[config.mk]
export PLATFORM = sky130hd
export DESIGN_NAME = multi_ch_sync_fifo
export DESIGN_NICKNAME = d
export VERILOG_FILES = /design/src/rtl/multi_ch_sync_fifo.sv
export SDC_FILE = /design/constraint.sdc
export NUM_CORES = 1
export LEC_CHECK = 0
export ABC_AREA = 1
export CORE_MARGIN = 8
export CORE_UTILIZATION = 40
export CTS_CLUSTER_DIAMETER = 50
export DETAILED_ROUTE_END_ITERATION = 16
export GPL_TIMING_DRIVEN = 0
export PLACE_DENSITY = 0.63
export SYNTH_ARGS = -nofsm -noshare
export SYNTH_HDL_FRONTEND = slang
export SYNTH_SLANG_ARGS = --single-unit
[constraint.sdc]
create_clock -name clk -period 3.1 [get_ports clk]
set_clock_uncertainty 0.05 [all_clocks]
set_input_delay 0.465 -clock clk [delete_from_list [all_inputs] [get_ports clk]]
set_output_delay 0.465 -clock clk [all_outputs]
set_load 0.02 [all_outputs]
[src/rtl/multi_ch_sync_fifo.sv]
// multi_ch_sync_fifo: NUM_CH logical FIFOs sharing one storage array, CH_DEPTH entries each,
// with a registered read path. Optional sticky error flags enabled by MCFIFO_ERR_FLAGS_EN.
`default_nettype none

module multi_ch_sync_fifo #(
  parameter type DTYPE    = logic [7:0],
  parameter int  NUM_CH   = 4,
  parameter int  CH_DEPTH = 16,
  parameter int  CH_AW    = $clog2(CH_DEPTH),
  parameter int  CW       = (NUM_CH > 1) ? $clog2(NUM_CH) : 1,
  parameter int  AFULL_TH = 2
) (
  input  logic                          clk,
  input  logic                          rst,
  input  logic                          i_clear,
  input  logic                          i_wen,
  input  logic [CW-1:0]                 i_wch,
  input  DTYPE                          i_wdata,
  input  logic                          i_ren,
  input  logic [CW-1:0]                 i_rch,
  output DTYPE                          o_rdata,
  output logic                          o_rvalid,
  output logic [CW-1:0]                 o_rch_q,
  output logic [NUM_CH-1:0]             o_empty,
  output logic [NUM_CH-1:0]             o_full,
  output logic [NUM_CH-1:0]             o_afull,
  output logic [NUM_CH-1:0][CH_AW:0]    o_count,
  output logic [NUM_CH-1:0]             o_overflow,
  output logic [NUM_CH-1:0]             o_underflow
);

  localparam int             c_CNT_W     = CH_AW + 1;
  localparam int             c_MEM_DEPTH = NUM_CH * CH_DEPTH;
  localparam int             c_AW        = (c_MEM_DEPTH > 1) ? $clog2(c_MEM_DEPTH) : 1;
  localparam logic [CW:0]    c_NCH       = (CW+1)'(NUM_CH);
  localparam logic [c_CNT_W-1:0] c_FULL_LVL  = c_CNT_W'(CH_DEPTH);
  localparam logic [c_CNT_W-1:0] c_AFULL_LVL = c_CNT_W'(CH_DEPTH - AFULL_TH);
  localparam logic [CH_AW-1:0]   c_PTR_LAST  = CH_AW'(CH_DEPTH - 1);

  DTYPE                 r_mem   [c_MEM_DEPTH];
  logic [CH_AW-1:0]     r_wptr  [NUM_CH];
  logic [CH_AW-1:0]     r_rptr  [NUM_CH];
  logic [c_CNT_W-1:0]   r_count [NUM_CH];
  DTYPE                 r_rdata;
  logic                 r_rvalid;
  logic [CW-1:0]        r_rch_q;

  logic                 w_wch_ok;
  logic                 w_rch_ok;
  logic                 w_wr_ok;
  logic                 w_rd_ok;
  logic [c_AW-1:0]      w_waddr;
  logic [c_AW-1:0]      w_raddr;

  always_comb begin
    for (int c = 0; c < NUM_CH; c++) begin
      o_count[c] = r_count[c];
      o_empty[c] = (r_count[c] == '0);
      o_full[c]  = (r_count[c] == c_FULL_LVL);
      o_afull[c] = (r_count[c] >= c_AFULL_LVL);
    end
  end

  // Range check comes first so an out-of-range index never qualifies a flag lookup.
  assign w_wch_ok = ({1'b0, i_wch} < c_NCH);
  assign w_rch_ok = ({1'b0, i_rch} < c_NCH);
  assign w_wr_ok  = i_wen && w_wch_ok && !o_full[i_wch]  && !i_clear;
  assign w_rd_ok  = i_ren && w_rch_ok && !o_empty[i_rch] && !i_clear;

  assign w_waddr = c_AW'(i_wch) * c_AW'(CH_DEPTH) + c_AW'(r_wptr[i_wch]);
  assign w_raddr = c_AW'(i_rch) * c_AW'(CH_DEPTH) + c_AW'(r_rptr[i_rch]);

  always_ff @(posedge clk) begin
    if (w_wr_ok) r_mem[w_waddr] <= i_wdata;
  end

  always_ff @(posedge clk or posedge rst) begin
    if (rst) begin
      for (int c = 0; c < NUM_CH; c++) begin
        r_wptr[c]  <= '0;
        r_rptr[c]  <= '0;
        r_count[c] <= '0;
      end
    end else if (i_clear) begin
      for (int c = 0; c < NUM_CH; c++) begin
        r_wptr[c]  <= '0;
        r_rptr[c]  <= '0;
        r_count[c] <= '0;
      end
    end else begin
      for (int c = 0; c < NUM_CH; c++) begin
        if (w_wr_ok && (i_wch == CW'(c)))
          r_wptr[c] <= (r_wptr[c] == c_PTR_LAST) ? '0 : r_wptr[c] + 1'b1;
        if (w_rd_ok && (i_rch == CW'(c)))
          r_rptr[c] <= (r_rptr[c] == c_PTR_LAST) ? '0 : r_rptr[c] + 1'b1;
        case ({w_wr_ok && (i_wch == CW'(c)), w_rd_ok && (i_rch == CW'(c))})
          2'b10:   r_count[c] <= r_count[c] + 1'b1;
          2'b01:   r_count[c] <= r_count[c] - 1'b1;
          default: r_count[c] <= r_count[c];
        endcase
      end
    end
  end

  always_ff @(posedge clk or posedge rst) begin
    if (rst) begin
      r_rdata  <= '0;
      r_rvalid <= 1'b0;
      r_rch_q  <= '0;
    end else begin
      r_rvalid <= w_rd_ok;
      if (w_rd_ok) begin
        r_rdata <= r_mem[w_raddr];
        r_rch_q <= i_rch;
      end
    end
  end

  assign o_rdata  = r_rdata;
  assign o_rvalid = r_rvalid;
  assign o_rch_q  = r_rch_q;

`ifdef MCFIFO_ERR_FLAGS_EN
  logic [NUM_CH-1:0] r_overflow;
  logic [NUM_CH-1:0] r_underflow;

  always_ff @(posedge clk or posedge rst) begin
    if (rst) begin
      r_overflow  <= '0;
      r_underflow <= '0;
    end else if (i_clear) begin
      r_overflow  <= '0;
      r_underflow <= '0;
    end else begin
      for (int c = 0; c < NUM_CH; c++) begin
        if (i_wen && (i_wch == CW'(c)) && o_full[c])  r_overflow[c]  <= 1'b1;
        if (i_ren && (i_rch == CW'(c)) && o_empty[c]) r_underflow[c] <= 1'b1;
      end
    end
  end

  assign o_overflow  = r_overflow;
  assign o_underflow = r_underflow;
`else
  assign o_overflow  = '0;
  assign o_underflow = '0;
`endif

endmodule

`default_nettype wire

==> results.tsv <==
stage	metric	value	unit
critical_path	reg2reg_to	o_rdata[2]	
clock_network	cts_tree	done	
timing	whs	0.176	ns
yosys	number_of_synthesized_flops_with_an_enable_pin	512	
critical_path	critical_path.endpoint_type	register	
die	initial_core_util	40.1	%
layout	antenna_cells	0	
critical_path	reg2reg_slack	0.15	ns
critical_path	worst_path_most_repeated_cell	nand2_1	
timing	finalSetupViolCount	0	
critical_path	cp_data_arrival_time	3.39	ns
timing	grt_setup_unrepaired	true	
layout	final_layout_size_suffix_gt1_share	11.2	%
yosys	sequential_fraction_of_the_synthesis_area	66.1	%
detailed_routing	post_drt_wl_per_cell	22.0	um
yosys	avgSynthCellArea	10.9	um2
die	die_width	269	um
power	power_density	627	nW/um2
power	p_sw_share	26.1	%
min_path	worstHoldStart	i_clear	
layout	final_cells	3418	
detailed_routing	drt_wl_total	75300	um
global_route	grt_pass1_vias	18265	
timing	worst_slew_pin_slew	0.859	ns
layout	layout-area-overhead-vs-synth	16.5	%
yosys	yosys_register_bits	575	
layout	number_of_nets_in_the_layout	2547	
clock_network	cts_made_buffers	68	
critical_path	classification_of_the_worst_setup_path	reg -> reg	
yosys	synthArstFlopShare	11.0	%
global_route	grt_start_max_net_pins	65	
placed_design	dp_hpwl	52200	um
global_route	grt_antenna_before_repair	0	
critical_path	worst_r2r_startpoint	r_rptr[4]	
yosys	syn_std_cell_area	25600	um2
detailed_routing	detail_route.first_pass.iterations	6	
detailed_routing	via_count	18438	
critical_path	critPathRequiredTime	3.53	ns
critical_path	highest_cell_delay_on_the_worst_timing_path	0.43	ns
die	core_area	63900	um2
yosys	yosys.cell_types.count	43	
min_path	hold_depth	2	
placed_design	place.gp.congestion	0.909	
yosys	yosysWarningCount	0	
die	fp.dieArea	72400	um2
power	clkPwrFrac	41.8	%
yosys	dominantRegCellSynth	edfxtp_1	
power	power_leakage	11.4	nW
power	intPower	13.8	mW
critical_path	worst_setup_path_start_kind	register	
detailed_routing	ant_nets	0	
critical_path	cell_type_of_the_slowest_stage_on_the_worst_timing_path	dfrtp_1	
detailed_routing	viasPerCell	5.39	
critical_path	worstPathMaxFanout	10	
clock_network	cts-htree-levels	3	
critical_path	cp_cell_sequence	nand2_1 -> nand2_1 -> nand2_2 -> nand2_2 -> buf_6 -> buf_6 -> buf_2 -> nand2_1 -> o211ai_1 -> nand3_1 -> nand3_1 -> nand2_1 -> nand2_1 -> nand3_1 -> nand2_1 -> nand2_1	
timing	finalWorstPathRequiredPeriod	2.95	ns
clock_network	max_clock_buf_depth	3	
die	floorplan.die.height	269	um
die	floorplan.rows	93	
min_path	min_path_type	in -> reg	
global_route	grt.overflow.total	0	
global_route	global_route.usage.total	20.2	%
yosys	netlist_instances	2358	
detailed_routing	detail_route.drc_violations	0	
timing	finalCritPeriodShare	95.3	%
timing	timing_hold_violations_final	0	
clock_network	worst_skew_pair_later_pin_latency	0.61	ns
timing	fmax	338	MHz
status	status	complete, no violations	
clock_network	clock-sinks	575	
timing	slew_headroom	42.7	%
clock_network	clk_root_buffer_cell	clkbuf_16	
timing	number_of_pins_exceeding_their_max_slew_limit_in_the_final_report	0	
detailed_routing	detail_route.iter0.violations	1988	
min_path	worst_hold_path.endpoint	r_wptr[2]	
job	cap_viol_max_count	0	
global_route	grt_pass1_wl	112000	um
critical_path	worst_r2r_path_depth	16	
power	p_seq_share	46.2	%
placed_design	placement.io_buffers	57	
power	peak_vdd_ir	447	uV
power	netSwitchingPower	4.88	mW
power	part_of_the_total_power_dissipated_in_combinational_logic	12.0	%
placed_design	placed_cells	3283	
die	i_o_pin_total	68	
clock_network	clkSlewWorstSetupHoldPaths	0.06	ns
## cell usage after synthesis (3+ instances only)
| library cell | n | area (um2) |
|---|---|---|
| xor2_1 | 10 | 87.6 |
| nor3_1 | 6 | 30.0 |
| a21boi_1 | 3 | 22.5 |
| buf_1 | 3 | 11.3 |
| nand2_2 | 7 | 43.8 |
| nand4_1 | 13 | 81.3 |
| nand3b_1 | 36 | 270 |
| buf_2 | 52 | 260 |
| o211ai_1 | 176 | 1320 |
| nor2_2 | 5 | 31.3 |
| ha_1 | 17 | 213 |
| xnor2_1 | 3 | 26.3 |
| o21ai_1 | 3 | 15.0 |
| inv_2 | 5 | 18.8 |
| o21ai_0 | 68 | 340 |
| nor2_1 | 137 | 514 |
| or2_1 | 16 | 100 |
| clkbuf_1 | 26 | 97.6 |
| o22ai_1 | 15 | 93.8 |
| a21oi_1 | 14 | 70.1 |
| inv_1 | 324 | 1220 |
| dfrtp_1 | 63 | 1580 |
| nand3_1 | 286 | 1430 |
| buf_4 | 36 | 270 |
| buf_6 | 5 | 56.3 |
| or2_0 | 3 | 18.8 |
| nand2_1 | 492 | 1850 |
| edfxtp_1 | 512 | 15400 |
## flip-flops by register name, summed over array words and instances (netlist names)
signal,flops
o_count,20
r_rptr,16
r_mem,512
o_rvalid,1
o_rch_q,2
o_rdata,8
r_wptr,16
## cell usage in the layout, fill, tap and decap left out, drive strengths merged, types with 2 or more instances in the layout
cell type | Yosys | routed
edfxtp | 512 | 512
nand2 | 500 | 500
inv | 329 | 336
nand3 | 288 | 288
o211ai | 176 | 176
nor2 | 144 | 144
buf | 96 | 124
clkbuf | 26 | 111
o21ai | 71 | 71
dfrtp | 63 | 63
clkdlybuf4s50 | 0 | 48
nand3b | 36 | 36
clkinv | 1 | 23
or2 | 20 | 20
ha | 17 | 17
o22ai | 15 | 15
a21oi | 14 | 14
nand4 | 13 | 13
xor2 | 10 | 10
conb | 1 | 8
nor3 | 7 | 7
clkinvlp | 0 | 4
a21boi | 4 | 4
xnor2 | 3 | 3
bufinv | 0 | 3
a22o | 2 | 2
nor4 | 2 | 2
o21a | 2 | 2
o32ai | 2 | 2
a221oi | 2 | 2
## cells by family (layout without fill, tap and decap cells)
logic type | after synthesis | in the layout | synth area share [%]
XOR/XNOR | 13 | 13 | 0.444
buffers and inverters | 452 | 650 | 7.55
AND/OR/NAND/NOR | 1010 | 1010 | 17.4
flip-flops | 575 | 575 | 66.1
AO/OA/AOI/OAI | 289 | 289 | 7.59
other | 1 | 8 | 0.0146
adder cells (fa/ha/maj) | 18 | 18 | 0.908
## cell type report
| cell class | instances | area (um2) |
|---|---|---|
| Buffer | 122 | 709 |
| Clock buffer | 85 | 1870 |
| Clock inverter | 36 | 338 |
| Fill cell | 5704 | 34000 |
| Inverter | 330 | 1240 |
| Multi-Input combinational cell | 1338 | 6900 |
| Sequential cell | 575 | 17000 |
| Tap cell | 855 | 1070 |
| Timing Repair Buffer | 77 | 776 |
## power by group through the flow
stage	Combinational, mW	Clock [mW]	Sequential [mW]
after global routing	2.40	8.19	8.65
after global placement	2.12	0	8.82
after CTS	2.20	7.89	8.64
final	2.24	7.83	8.64
after floorplan	1.09	0	8.89
after detailed placement	2.18	0	8.80
## through the flow
stage / util, % / power, mW / setup slack, ns / setup TNS, ns / area (um2)
after floorplan: - / 9.98 / 0.197 / 0 / 25700
after global placement: 42.7 / 10.9 / -1.24 / -777.69 / 27300
after detailed placement: 42.9 / 11.0 / -1.44 / -571.93 / 27400
after CTS: 46.6 / 18.7 / -0.119 / -0.119 / 29800
after global routing: 46.7 / 19.2 / -0.0695 / -0.183 / 29900
final: 46.7 / 18.7 / 0.145 / 0 / 29900
## metal layers
metal / track usage (%) / up-vias / wire (um)
met5: 0 / - / 0
met4: 10.0 / 0 / 3590
met3: 4.07 / 171 / 6360
met2: 32.8 / 833 / 35200
met1: 25.6 / 8985 / 30200
li1: - / 8449 / -
## critical path, delay by kind of cell (launching register included)
kind / cells / cell delay (ns)
AND/OR/NAND/NOR: 12 / 1.46
buffers and inverters: 3 / 0.72
flip-flops: 1 / 0.43
AO/OA/AOI/OAI: 1 / 0.13
## worst max path at each step
stage	slack, ns	depth (start not counted)	endpoint	start
2_1_floorplan	0.20	16	o_count[4]	o_count[12]
3_3_place_gp	-1.24	16	o_count[4]	i_rch[1]
3_5_place_dp	-1.44	16	o_count[4]	i_rch[1]
4_1_cts	-0.12	17	o_count[4]	i_rch[1]
5_1_grt	-0.07	18	o_count[4]	o_count[12]
6_report	0.15	16	o_rdata[2]	r_rptr[4]
## timing repair
| action | in CTS | in global routing |
|---|---|---|
| endpoints found under the setup margin | 536 | 32 |
| pin swaps | 5 | 0 |
| hold buffers | 0 | 0 |
| gates resized for setup | 25 | 24 |
| buffers inserted | 14 | 0 |
Power figures use the tool's default switching activity.
